## config.mk

```make
export PLATFORM = sky130hd
export DESIGN_NAME = tournament_n
export DESIGN_NICKNAME = d
export VERILOG_FILES = /design/src/rtl/tournament_pkg.sv /design/src/rtl/tournament_inflight_fifo.sv /design/src/rtl/tournament_n.sv
export SDC_FILE = /design/constraint.sdc
export NUM_CORES = 1
export LEC_CHECK = 0
export CORE_MARGIN = 10
export CORE_UTILIZATION = 50
export DETAILED_ROUTE_END_ITERATION = 16
export HOLD_SLACK_MARGIN = 0.1
export PLACE_DENSITY = 0.79
export SLEW_MARGIN = 5
export SYNTH_ARGS = -nofsm -noshare
export SYNTH_HDL_FRONTEND = slang
export SYNTH_SLANG_ARGS = --single-unit
```

## constraint.sdc

```tcl
create_clock -name clock -period 10.3 [get_ports clock]
set_input_delay 2.06 -clock clock [delete_from_list [all_inputs] [get_ports clock]]
set_output_delay 2.06 -clock clock [all_outputs]
set_load 0.01 [all_outputs]
```

## src/rtl/tournament_pkg.sv

```systemverilog
// Shared sizing helpers and counter constants for the tournament chooser.
package tournament_pkg;

  localparam int unsigned PC_STEP = 4;

  function automatic int unsigned idx_width(input int unsigned entries);
    return (entries > 32'd1) ? $clog2(entries) : 32'd1;
  endfunction

  function automatic int unsigned ptr_width(input int unsigned depth);
    return (depth > 32'd1) ? $clog2(depth) : 32'd1;
  endfunction

  function automatic int unsigned ctr_max(input int unsigned w);
    return (32'd1 << w) - 32'd1;
  endfunction

  // Counters start at the weakly-confident midpoint.
  function automatic int unsigned ctr_init(input int unsigned w);
    return 32'd1 << (w - 32'd1);
  endfunction

endpackage

```

## src/rtl/tournament_inflight_fifo.sv

```systemverilog
// In-order queue of outstanding lookups awaiting resolution.
module tournament_inflight_fifo
  import tournament_pkg::*;
#(
  parameter int unsigned WIDTH = 8,
  parameter int unsigned DEPTH = 4
) (
  input  logic                           clock,
  input  logic                           reset,
  input  logic                           push_i,
  input  logic                           pop_i,
  input  logic [WIDTH-1:0]               data_i,
  output logic [WIDTH-1:0]               data_o,
  output logic [ptr_width(DEPTH):0]      count_o,
  output logic                           full_o,
  output logic                           empty_o
);

  localparam int unsigned PTR_W = ptr_width(DEPTH);
  localparam int unsigned CNT_W = PTR_W + 1;

  logic [WIDTH-1:0] mem_q [DEPTH];
  logic [PTR_W-1:0] wr_ptr_q, wr_ptr_d;
  logic [PTR_W-1:0] rd_ptr_q, rd_ptr_d;
  logic [CNT_W-1:0] count_q, count_d;
  logic             do_push_s, do_pop_s;

  assign full_o    = (count_q == CNT_W'(DEPTH));
  assign empty_o   = (count_q == '0);
  assign count_o   = count_q;
  assign data_o    = mem_q[rd_ptr_q];
  assign do_push_s = push_i && !full_o;
  assign do_pop_s  = pop_i && !empty_o;

  always_comb begin
    wr_ptr_d = wr_ptr_q;
    rd_ptr_d = rd_ptr_q;
    count_d  = count_q;
    if (do_push_s) begin
      wr_ptr_d = (wr_ptr_q == PTR_W'(DEPTH - 1)) ? '0 : wr_ptr_q + PTR_W'(1);
    end
    if (do_pop_s) begin
      rd_ptr_d = (rd_ptr_q == PTR_W'(DEPTH - 1)) ? '0 : rd_ptr_q + PTR_W'(1);
    end
    if (do_push_s && !do_pop_s) begin
      count_d = count_q + CNT_W'(1);
    end else if (do_pop_s && !do_push_s) begin
      count_d = count_q - CNT_W'(1);
    end
  end

  always_ff @(posedge clock or posedge reset) begin
    if (reset) begin
      wr_ptr_q <= '0;
      rd_ptr_q <= '0;
      count_q  <= '0;
    end else begin
      wr_ptr_q <= wr_ptr_d;
      rd_ptr_q <= rd_ptr_d;
      count_q  <= count_d;
    end
  end

  // Payload storage needs no reset: an entry is only read once counted.
  always_ff @(posedge clock) begin
    if (do_push_s) begin
      mem_q[wr_ptr_q] <= data_i;
    end
  end

endmodule

```

## src/rtl/tournament_n.sv

```systemverilog
// Tournament chooser over NUM_PRED component predictors with per-entry confidence counters.
// Optional global-history index hashing is enabled by defining TOURNAMENT_GHIST_EN.
module tournament_n
  import tournament_pkg::*;
#(
  parameter int unsigned n        = 32,
  parameter int unsigned size     = 16,
  parameter int unsigned NUM_PRED = 2,
  parameter int unsigned CTR_W    = 2,
  parameter int unsigned DEPTH    = 4
) (
  input  logic                        clock,
  input  logic                        reset,
  input  logic                        lookup_valid,
  output logic                        lookup_ready,
  input  logic [n-1:0]                PC,
  input  logic [NUM_PRED-1:0]         pred_taken,
  input  logic [NUM_PRED*n-1:0]       pred_target,
  output logic                        pred_out_valid,
  output logic                        prediction,
  output logic [n-1:0]                nex_PC,
  output logic [$clog2(NUM_PRED)-1:0] chosen_idx,
  input  logic                        fix_valid,
  input  logic                        fix_result,
  output logic                        fix_error
);

  localparam int unsigned IDX_W = idx_width(size);
  localparam int unsigned SEL_W = $clog2(NUM_PRED);
  localparam int unsigned CNT_W = ptr_width(DEPTH) + 1;
  localparam logic [CTR_W-1:0] CTR_MAX  = CTR_W'(ctr_max(CTR_W));
  localparam logic [CTR_W-1:0] CTR_INIT = CTR_W'(ctr_init(CTR_W));

  typedef struct packed {
    logic [IDX_W-1:0]    idx;
    logic [NUM_PRED-1:0] taken;
  } q_entry_t;

  logic [CTR_W-1:0] ctr_q [size][NUM_PRED];
  logic [CTR_W-1:0] ctr_d [size][NUM_PRED];
  logic [IDX_W-1:0] idx_s;
  logic [SEL_W-1:0] sel_s;
  logic [CTR_W-1:0] best_s;
  logic             sel_taken_s;
  logic [n-1:0]     nex_s;
  logic             push_s, pop_s, full_s, empty_s;
  logic [CNT_W-1:0] count_s;
  q_entry_t         push_entry_s, head_s;

  logic             valid_q, prediction_q, fix_error_q;
  logic [n-1:0]     nex_pc_q;
  logic [SEL_W-1:0] chosen_q;

`ifdef TOURNAMENT_GHIST_EN
  logic [IDX_W-1:0] ghist_q, ghist_d;

  assign idx_s = PC[IDX_W+1:2] ^ ghist_q;

  always_comb begin
    ghist_d = ghist_q;
    if (pop_s) begin
      ghist_d = (ghist_q << 1) | IDX_W'(fix_result);
    end
  end

  always_ff @(posedge clock or posedge reset) begin
    if (reset) begin
      ghist_q <= '0;
    end else begin
      ghist_q <= ghist_d;
    end
  end
`else
  assign idx_s = PC[IDX_W+1:2];
`endif

  assign lookup_ready = (count_s < CNT_W'(DEPTH));
  assign push_s       = lookup_valid && !full_s;
  assign pop_s        = fix_valid && !empty_s;
  assign push_entry_s = '{idx: idx_s, taken: pred_taken};

  tournament_inflight_fifo #(
    .WIDTH ($bits(q_entry_t)),
    .DEPTH (DEPTH)
  ) u_fifo (
    .clock   (clock),
    .reset   (reset),
    .push_i  (push_s),
    .pop_i   (pop_s),
    .data_i  (push_entry_s),
    .data_o  (head_s),
    .count_o (count_s),
    .full_o  (full_s),
    .empty_o (empty_s)
  );

  // Strictly-greater compare keeps ties on the lowest predictor index.
  always_comb begin
    sel_s  = '0;
    best_s = ctr_q[idx_s][0];
    for (int p = 1; p < NUM_PRED; p++) begin
      if (ctr_q[idx_s][p] > best_s) begin
        best_s = ctr_q[idx_s][p];
        sel_s  = SEL_W'(p);
      end
    end
    sel_taken_s = pred_taken[sel_s];
    nex_s       = sel_taken_s ? pred_target[sel_s*n +: n] : PC + n'(PC_STEP);
  end

  always_comb begin
    ctr_d = ctr_q;
    if (pop_s) begin
      for (int p = 0; p < NUM_PRED; p++) begin
        if (head_s.taken[p] == fix_result) begin
          if (ctr_q[head_s.idx][p] != CTR_MAX) begin
            ctr_d[head_s.idx][p] = ctr_q[head_s.idx][p] + CTR_W'(1);
          end
        end else if (ctr_q[head_s.idx][p] != '0) begin
          ctr_d[head_s.idx][p] = ctr_q[head_s.idx][p] - CTR_W'(1);
        end
      end
    end
  end

  always_ff @(posedge clock or posedge reset) begin
    if (reset) begin
      for (int i = 0; i < size; i++) begin
        for (int p = 0; p < NUM_PRED; p++) begin
          ctr_q[i][p] <= CTR_INIT;
        end
      end
    end else begin
      ctr_q <= ctr_d;
    end
  end

  // Result registers hold their last value between accepted lookups.
  always_ff @(posedge clock or posedge reset) begin
    if (reset) begin
      valid_q      <= 1'b0;
      prediction_q <= 1'b0;
      nex_pc_q     <= '0;
      chosen_q     <= '0;
      fix_error_q  <= 1'b0;
    end else begin
      valid_q     <= push_s;
      fix_error_q <= fix_valid && empty_s;
      if (push_s) begin
        prediction_q <= sel_taken_s;
        nex_pc_q     <= nex_s;
        chosen_q     <= sel_s;
      end
    end
  end

  assign pred_out_valid = valid_q;
  assign prediction     = prediction_q;
  assign nex_PC         = nex_pc_q;
  assign chosen_idx     = chosen_q;
  assign fix_error      = fix_error_q;

endmodule

```

==> qor.yml <==
status:
  status: "finished clean"
sta:
  tightest_slew_ns: 1.112
  drv_slew: 0
  relSlewSlack_pct: 25.59
  finalCritPeriodShare_pct: 61.06
  final-hold-violation-count: 0
  hold_ws_ns: 0.4766
  skew_ns: 0.01099
  finalSetupTns_ns: 0
  fin_crit_ns: 6.289
  rsz0062_at_grt: "false"
  max_freq_ghz: 0.1590
  finalSetupViolCount: 0
setup_path:
  cp.required_ns: 10.55
  endpoint_kind: "flop"
  start_kind: "primary input"
  cp.arrival_ns: 6.54
  crit_fanout: 65
  critical_path_class: "primary input to flop"
cells_and_area:
  fin_area_um2: 9902
  drive_gt1_share_pct: 16.15
  stdcell_count: 1067
  utilization_pct: 65.14
  antenna_cells: 0
  num-fill-cells: 1181
  nets: 985
  area_delta_synth_final_pct: 27.52
clock_network:
  clk-insertion-delay-late_ns: 0.42
  clock-root-buffer: "clkbuf_16"
  post-cts-setup-buffers: 0
  h-tree-depth: 4
  cts_made_buffers: 17
  clk_pin_slew_worst_paths_ns: 0.06
  cts_resized: 0
  cts_hold_buf: 0
  cts_tree: "yes"
  cts.sinks: 131
  cts_buffer_depth: 2
synth:
  synth_cells: 750
  yosys_warnings: 0
  synthesis.area_um2: 7765
  async_reset_ff_share_pct: 81.68
  ys.flop_type: "dfrtp_1"
  ys_ff_latch: 131
  syn-num-nets: 869
  avgSynthCellArea_um2: 10.35
  synth_edf_count: 24
  synth_cell_types: 51
  seq_area_frac_synth_pct: 44.28
placement:
  place_inst: 1035
  dp_hpwl_um: 15300
  place_area_um2: 9259
  routabilityCongestion: 0.9261
  io_buffers: 139
floorplan:
  rows: 45
  core_um2: 15200
  die_y_um: 144.6
  io_pins: 140
  start_util_pct: 51.08
  dieArea_um2: 20910
  chipWidth_um: 144.6
global_routing:
  antenna_found_initial: 0
  grt_overflow: 0
  grt_util_all_layers_pct: 20.80
  grt_pass1_vias: 6333
  grt_pass1_wl_um: 33700
  grt_max_degree: 71
power_and_ir_drop:
  powerDensity_nw_per_um2: 345.3
  power_leakage_nw: 4.086
  ir_drop_uv: 168.6
min_path:
  hold_class: "flop to flop"
drt:
  ant_nets: 0
  routed_wl_um: 21120
  wl_per_cell_um: 19.79
  drtPass1Iterations: 5
  routed_via_density: 5.965
  drt_iter0_drc: 562
  vias: 6365
  drc: 0
job:
  cap_viol_max_count: 0
## Yosys cell counts (all sizes together), types with 7 or more instances
master	instances	area [um2]
nor3	12	71.32
mux2	24	270.3
and3	7	43.79
xor2	17	148.9
dfrtp	75	1877
nor2	73	274.0
nand3	25	125.1
a21oi	47	239.0
o21ai	71	355.3
nand2	79	296.5
ha	15	187.7
clkbuf	34	127.6
a22o	16	140.1
a31oi	16	100.1
dfstp	32	840.8
inv	18	67.56
mux4	34	773.2
buf	15	93.83
mux2i	52	520.5
edfxtp	24	720.7
xnor2	16	140.1
## layer usage
metal	track usage [%]	up-vias	part of all wire, %
li1	-	2963	-
met5	0	-	0
met1	25.39	3088	40
met2	33.20	289	49
met3	8.462	25	10
met4	6.011	0	1.4
## area by class of cell
class / count / area (um2) / area share (%)
clock buffer: 17 / 425.4 / 4.296
clock inverter: 15 / 217.7 / 2.199
inverter: 18 / 70.07 / 0.7076
multi-input combinational: 552 / 4071 / 41.12
sequential: 131 / 3438 / 34.72
tap: 188 / 235.2 / 2.376
timing repair buffer: 146 / 1444 / 14.58
## critical path: stages
cell and delay (ns):
clkdlybuf4s50_1 1.20, mux4_2 0.60, mux4_2 0.49, ha_1 0.29
nand2_1 0.08, o21ai_4 0.06, buf_4 0.48, mux2i_4 0.33
buf_4 0.52, nor2_1 0.11, a21oi_1 0.15, o21ai_0 0.11
## stage by stage
step	total power [mW]	setup slack, ns
final	3.419	4.011
after global routing	3.636	3.750
after CTS	3.412	3.991
after detailed placement	2.742	3.578
after global placement	2.684	3.667
after floorplan	2.191	4.525
## flip-flops by register name, indices dropped and copies added, names as in the netlist
| register | cells |
|---|---|
| ctr_q | 64 |
| nex_PC | 32 |
| u_fifo.mem_q | 24 |
| u_fifo.count_o | 3 |
| u_fifo.rd_ptr_q | 2 |
| u_fifo.wr_ptr_q | 2 |
| chosen_idx | 1 |
| fix_error | 1 |
| pred_out_valid | 1 |
| prediction | 1 |
## kinds of logic (layout without fill, tap and decap cells)
logic type | after synthesis | count (layout) | synth area share [%]
and+or+nand+nor | 228 | 228 | 13.18
AOI/OAI and AO/OA | 165 | 165 | 12.28
DFF | 131 | 131 | 44.28
muxes | 110 | 110 | 20.14
buffers and inverters | 67 | 196 | 3.722
xor gates and xnor gates | 33 | 33 | 3.722
adders and majority gates | 16 | 16 | 2.675
## final timing paths
path	slack [ns]	end	depth (start not counted)	startpoint
setup / recovery	4.01	nex_PC[4]	12	PC[3]
hold / removal	0.48	nex_PC[17]	2	nex_PC[17]
setup reg to reg	5.63	ctr_q[54]	12	u_fifo.rd_ptr_q[0]
hold reg to reg	0.48	nex_PC[17]	2	nex_PC[17]
max in group asynchronous	7.06	u_fifo.rd_ptr_q[0]	3	reset
min in group asynchronous	2.10	nex_PC[8]	2	reset
## layout by cell type, fill, tap and decap left out, types with 4 or more instances in the layout
cell type,synthesis,layout
xor2_1,17,17
mux2i_1,52,51
nand2b_1,6,6
inv_1,17,16
nand4_1,6,6
dfrtp_1,75,75
clkdlybuf4s50_1,0,139
buf_4,2,7
mux4_2,32,32
inv_6,0,4
nand2_1,79,78
bufinv_16,0,4
ha_1,15,15
a31oi_1,16,16
nor4_1,4,4
dfstp_2,32,32
xnor2_1,16,16
a22o_1,16,16
nand3_1,25,25
o22ai_1,6,6
a21oi_1,46,46
nor2_1,73,73
nor3_1,11,11
and3_1,7,7
clkbuf_16,0,17
o21ai_1,9,9
mux2_2,24,24
edfxtp_1,24,24
o21ai_0,62,61
## where the power goes
group | internal (mW) | switching (mW) | leakage (nW)
logic | 0.770 | 1.05 | 2.28
registers | 0.779 | 0.157 | 1.50
clock network | 0.412 | 0.246 | 0.305
total | 1.96 | 1.46 | 4.09
Power figures use the tool's default switching activity.
==> variant 1: new RTL, same settings <==
Register the input `pred_target` before use, without a reset. The logic sees it one clock later. The other inputs are not delayed to match.
--- a/src/rtl/tournament_n.sv
+++ b/src/rtl/tournament_n.sv
@@ -35,6 +35,12 @@
     logic [IDX_W-1:0]    idx;
     logic [NUM_PRED-1:0] taken;
   } q_entry_t;
+
+  logic [NUM_PRED*n-1:0] pred_target_q;
+
+  always_ff @(posedge clock) begin
+    pred_target_q <= pred_target;
+  end
 
   logic [CTR_W-1:0] ctr_q [size][NUM_PRED];
   logic [CTR_W-1:0] ctr_d [size][NUM_PRED];
@@ -105,7 +111,7 @@
       end
     end
     sel_taken_s = pred_taken[sel_s];
-    nex_s       = sel_taken_s ? pred_target[sel_s*n +: n] : PC + n'(PC_STEP);
+    nex_s       = sel_taken_s ? pred_target_q[sel_s*n +: n] : PC + n'(PC_STEP);
   end
 
   always_comb begin
Check against the original RTL: not equivalent (a bounded check fails within 4 cycles, from zero or initial values and one cycle with reset high).
==> variant 1 against the original RTL <==
Worst setup slack worse by 0.36 ns. Clock skew up 0.00078 ns. Total power up 4.4%. Sequential cell count up 64. Design area up 13%. Area after synthesis up 16%. Routed wire length up 7.5%. Non-clock buffer count down 2. Critical endpoint is now nex_PC[31]. Largest cell class is now sequential cells.
==> variant 1: results (changes against the original RTL) <==
[outcome]
status = finished clean  ; unchanged

[detailed_routing]
route.met2.wl_um = 11000  ; was 10,200 um
vias_per_cell = 5.66  ; was 5.97
routed.top_layer = met5  ; was met4
wl_um = 22700  ; was 21,100 um
route.met3.wl_um = 1940  ; was 2160 um
drtIter0Drc = 494  ; was 562
met1_length_um = 9100  ; was 8400 um

[finish]
drive_gt1_frac = 0.155  ; was 0.162
nFillCells = 1373  ; was 1,181
layout.nets = 1037  ; was 985

[worst_setup_path]
path_max_fanout = 34  ; was 65
reg2reg_setup_slack_ns = 5.56  ; was 5.63 ns

[global_route]
grt_use_met3 = 0.0685  ; was 0.0846
grt_pass1_vias = 6802  ; was 6,333
antenna_found_initial = 1  ; was 0
grt_use_met1 = 0.225  ; was 0.254
grtUsageTotal = 0.191  ; was 0.208

[synthesis]
synth_fp_nets = 916  ; was 869
async_reset_ff_frac = 0.549  ; was 0.817
synth_cell_types = 54  ; was 51
yosys-top-cells-area = dfrtp_1, dfxtp_1, dfstp_2  ; was dfrtp_1, dfstp_2, edfxtp_1
ys_seq_area_frac = 0.523  ; was 0.443

[power]
total_leakage_power_uw = 0.00463  ; was 0.00409 uW

[placement]
gp_congestion = 0.871  ; was 0.926
hpwl_um = 16500  ; was 15,300 um

[timing]
slew_headroom = 0.238  ; was 0.256

[variant 1: worst paths after layout]
check | startpoint | to | depth (start not counted)
min reg2reg | nex_PC[20] | nex_PC[20] | 2
max in group asynchronous | reset | ctr_q[58] | 3
min in group asynchronous | reset | nex_PC[15] | 2
max | PC[3] | nex_PC[31] | 12
min | nex_PC[20] | nex_PC[20] | 2
max reg2reg | u_fifo.rd_ptr_q[0] | ctr_q[3] | 12
[variant 1: critical path, cell delays in order]
cell and delay (ns):
clkdlybuf4s50_1 1.19, mux4_2 0.42, mux4_2 0.50, ha_1 0.32
nor2b_1 0.16, o21ai_4 0.11, buf_4 0.49, mux2i_4 0.78
buf_4 0.45, nor3_1 0.09, a21oi_1 0.16, o21ai_0 0.13
[variant 1: kinds of logic (layout without fill, tap and decap cells)]
family | Yosys count | count (layout) | share of synthesized area
mux | 113 | 113 | 0.177
simple gates | 223 | 223 | 0.110
fa+ha+maj | 16 | 16 | 0.0230
xor+xnor | 33 | 33 | 0.0320
flops | 195 | 195 | 0.523
compound gates | 160 | 160 | 0.107
buf+inv | 57 | 191 | 0.0287
[variant 1: report_power, final]
group	total [uW]	internal [uW]	switching, uW
sequential	1210	1040	166
combinational	1720	741	975
clock	648	340	308
[variant 1: stage by stage]
step	hold WS [ns]	std cells	setup slack, ns	instance area [um^2]
after global routing	0.501	1160	3.29	11100
final	0.485	1160	3.65	11100
after floorplan	0.470	797	4.44	9020
after detailed placement	0.470	1128	3.20	10600
after CTS	0.486	1160	3.65	11100
after global placement	0.460	1128	3.36	10600
[variant 1: cell type report]
cell class | count | share of cell area
Clock inverter | 12 | 0.0102
Inverter | 15 | 0.00527
Tap cell | 229 | 0.0257
Clock buffer | 20 | 0.0420
Sequential cell | 195 | 0.423
Timing Repair Buffer | 144 | 0.128
Multi-Input combinational cell | 545 | 0.365
==> variant 2: new RTL, same settings <==
Made on the original files. The option `TOURNAMENT_GHIST_EN` is turned on by a define.
--- a/src/rtl/tournament_n.sv
+++ b/src/rtl/tournament_n.sv
@@ -1,5 +1,7 @@
 // Tournament chooser over NUM_PRED component predictors with per-entry confidence counters.
 // Optional global-history index hashing is enabled by defining TOURNAMENT_GHIST_EN.
+`define TOURNAMENT_GHIST_EN
+
 module tournament_n
   import tournament_pkg::*;
 #(
Behaviour: not the same (Yosys sat finds a counterexample within 4 cycles, from zero or initial values and one cycle with reset high).
==> variant 2 against the original RTL <==
Design area up 2.4%. Area after synthesis up 2.4%. Non-clock buffer count up 3. Clock power down 5.3%. Sequential cell count up 4. Routed wire length up 3.2%. Sequential share of layout area up 0.19 points. Total power up 24%. Worst setup slack worse by 0.29 ns. Clock skew down 0.0023 ns. Critical endpoint is now nex_PC[17]. Largest power group unchanged.
==> variant 2: results (changes against the original RTL) <==
[global_route]
grt_pass1_vias = 6479  ; was 6,333
grt_max_degree = 77  ; was 71
grt_pass1_wl_um = 34900  ; was 33,700 um
antenna_found_initial = 0  ; unchanged
grtUsageTotal = 0.204  ; was 0.208

[synthesis]
ys_seq_area_frac = 0.445  ; was 0.443
yosysWarnings = 0  ; unchanged
avgSynthCellArea_um2 = 11.1  ; was 10.4 um^2
yosys-top-cells-area = dfrtp_1, dfstp_2, mux4_2  ; was dfrtp_1, dfstp_2, edfxtp_1
synth_fp_nets = 834  ; was 869
synth_cell_types = 53  ; was 51
synth-edff-count = 24  ; unchanged
async_reset_ff_frac = 0.822  ; was 0.817
synth_common_cells = dfrtp_1, nand2_1, nor2_1, mux2_2  ; was nand2_1, dfrtp_1, nor2_1, o21ai_0, mux2i_1

[clock_tree]
cts_resized = 0  ; unchanged
cts.path.max_buffers = 2  ; unchanged
cts_root_buf = clkbuf_16  ; unchanged
numCtsBuffers = 17  ; unchanged
clk_latency_ns = 0.42  ; about the same
path_clk_slew_ns = 0.06  ; about the same
htreeDepth = 4  ; unchanged
postCtsSetupRepairBufs = 0  ; unchanged

[hold_path]
hold_path_class = reg2reg  ; unchanged
hold_end = nex_PC[21]  ; was nex_PC[17]
hp-start = nex_PC[21]  ; was nex_PC[17]
hold_depth = 1  ; was 2

[detailed_routing]
vias_per_cell = 5.78  ; was 5.97
num_vias = 6208  ; was 6,365
drtIter0Drc = 495  ; was 562
first_pass_iters = 5  ; unchanged
wire_per_inst_um = 20.3  ; was 19.8 um

[worst_setup_path]
reg2reg_setup_slack_ns = 5.56  ; was 5.63 ns
slowest_delay_ns = 0.64  ; was 1.20 ns
reg2reg_depth = 11  ; was 12
crit_family = buffers and inverters  ; unchanged
r2r-end = ctr_q[26]  ; was ctr_q[54]
cpMaxStageDelayCell = clkdlybuf4s50_1  ; unchanged
worst_ep_arrival_time_ns = 6.94  ; was 6.54 ns
rr_startpoint = u_fifo.rd_ptr_q[0]  ; unchanged
path_max_fanout = 65  ; unchanged

[placement]
dp_cells = 1042  ; was 1,035
numPortBuffers = 139  ; unchanged
gp_congestion = 0.878  ; was 0.926
hpwl_um = 15700  ; was 15,300 um

[finish]
layout.nets = 960  ; was 985
n_antenna_cell = 0  ; unchanged
drive_gt1_frac = 0.211  ; was 0.162
largest_reg_flops = 64  ; unchanged
top_register = ctr_q  ; unchanged
nFillCells = 1191  ; was 1,181

[power]
total_leakage_power_uw = 0.00408  ; was 0.00409 uW
peakVddDrop_v = 0.000383  ; was 0.000169 V

[outcome]
status = finished clean  ; unchanged

[timing]
skew_ns = 0.00868  ; was 0.0110 ns
final_hold_viol_count = 0  ; unchanged
max_slew.worst_pin.slew_ns = 1.13  ; was 1.11 ns

[variant 2: cell types whose count changed after synthesis, sizes merged, moves of 6 or more]
| cell | unedited run | this run |
|---|---|---|
| nor3 | 12 | 3 |
| a31oi | 16 | 2 |
| o21ai | 71 | 48 |
| o22ai | 6 | 0 |
| mux2 | 24 | 59 |
| nor2 | 73 | 57 |
| o31ai | 1 | 11 |
| a21oi | 47 | 30 |
| o41ai | 0 | 11 |
| a22oi | 0 | 6 |
| a22o | 16 | 2 |
[variant 2: layout make-up]
cell class                      count  share of cell area
Multi-Input combinational cell    526               0.414
Sequential cell                   135               0.349
Timing Repair Buffer              149               0.145
Clock buffer                       18              0.0423
Tap cell                          216              0.0267
Clock inverter                     14              0.0173
Inverter                           16             0.00617
[variant 2: power breakdown]
group	total [uW]	internal (uW)	leakage (uW)	switching, uW
clock network	623	382	0.000275	241
registers	996	829	0.00152	167
logic	2610	1150	0.00228	1460
[variant 2: logic make-up (layout without fill, tap and decap cells)]
group           Yosys count  in the layout  share of synthesized area
flops                   135            135                      0.445
buf+inv                  58            197                     0.0332
simple gates            216            216                      0.126
fa+ha+maj                12             12                     0.0198
compound gates          119            119                     0.0919
xor+xnor                 39             39                     0.0429
mux                     140            140                      0.241
[variant 2: how the worst max path moves through the flow]
stage,slack (ns),end,depth (start not counted),start
floorplan,4.06,nex_PC[0],13,PC[2]
global placement,3.42,nex_PC[21],14,PC[2]
detailed placement,3.35,nex_PC[19],14,PC[2]
CTS,3.68,nex_PC[17],14,PC[2]
global route,3.45,nex_PC[17],15,PC[2]
finish,3.72,nex_PC[17],14,PC[2]
[variant 2: through the flow]
stage                     hold slack, ns  setup slack [ns]  instance area (um^2)  power (uW)
final                              0.475              3.72                 10100        4230
after global routing               0.485              3.45                 10100        4520
after CTS                          0.478              3.68                 10100        4240
after detailed placement           0.465              3.35                  9530        3580
after global placement             0.460              3.42                  9530        3520
after floorplan                    0.459              4.06                  7960        2870
[variant 2: routing by layer]
| layer | up-vias | wire length (um) | GRT usage |
|---|---|---|---|
| li1 | 2865 | - | - |
| met1 | 3068 | 8170 | 0.223 |
| met2 | 247 | 10700 | 0.341 |
| met3 | 28 | 2530 | 0.0989 |
| met4 | 0 | 368 | 0.0616 |
| met5 | - | 0 | 0 |
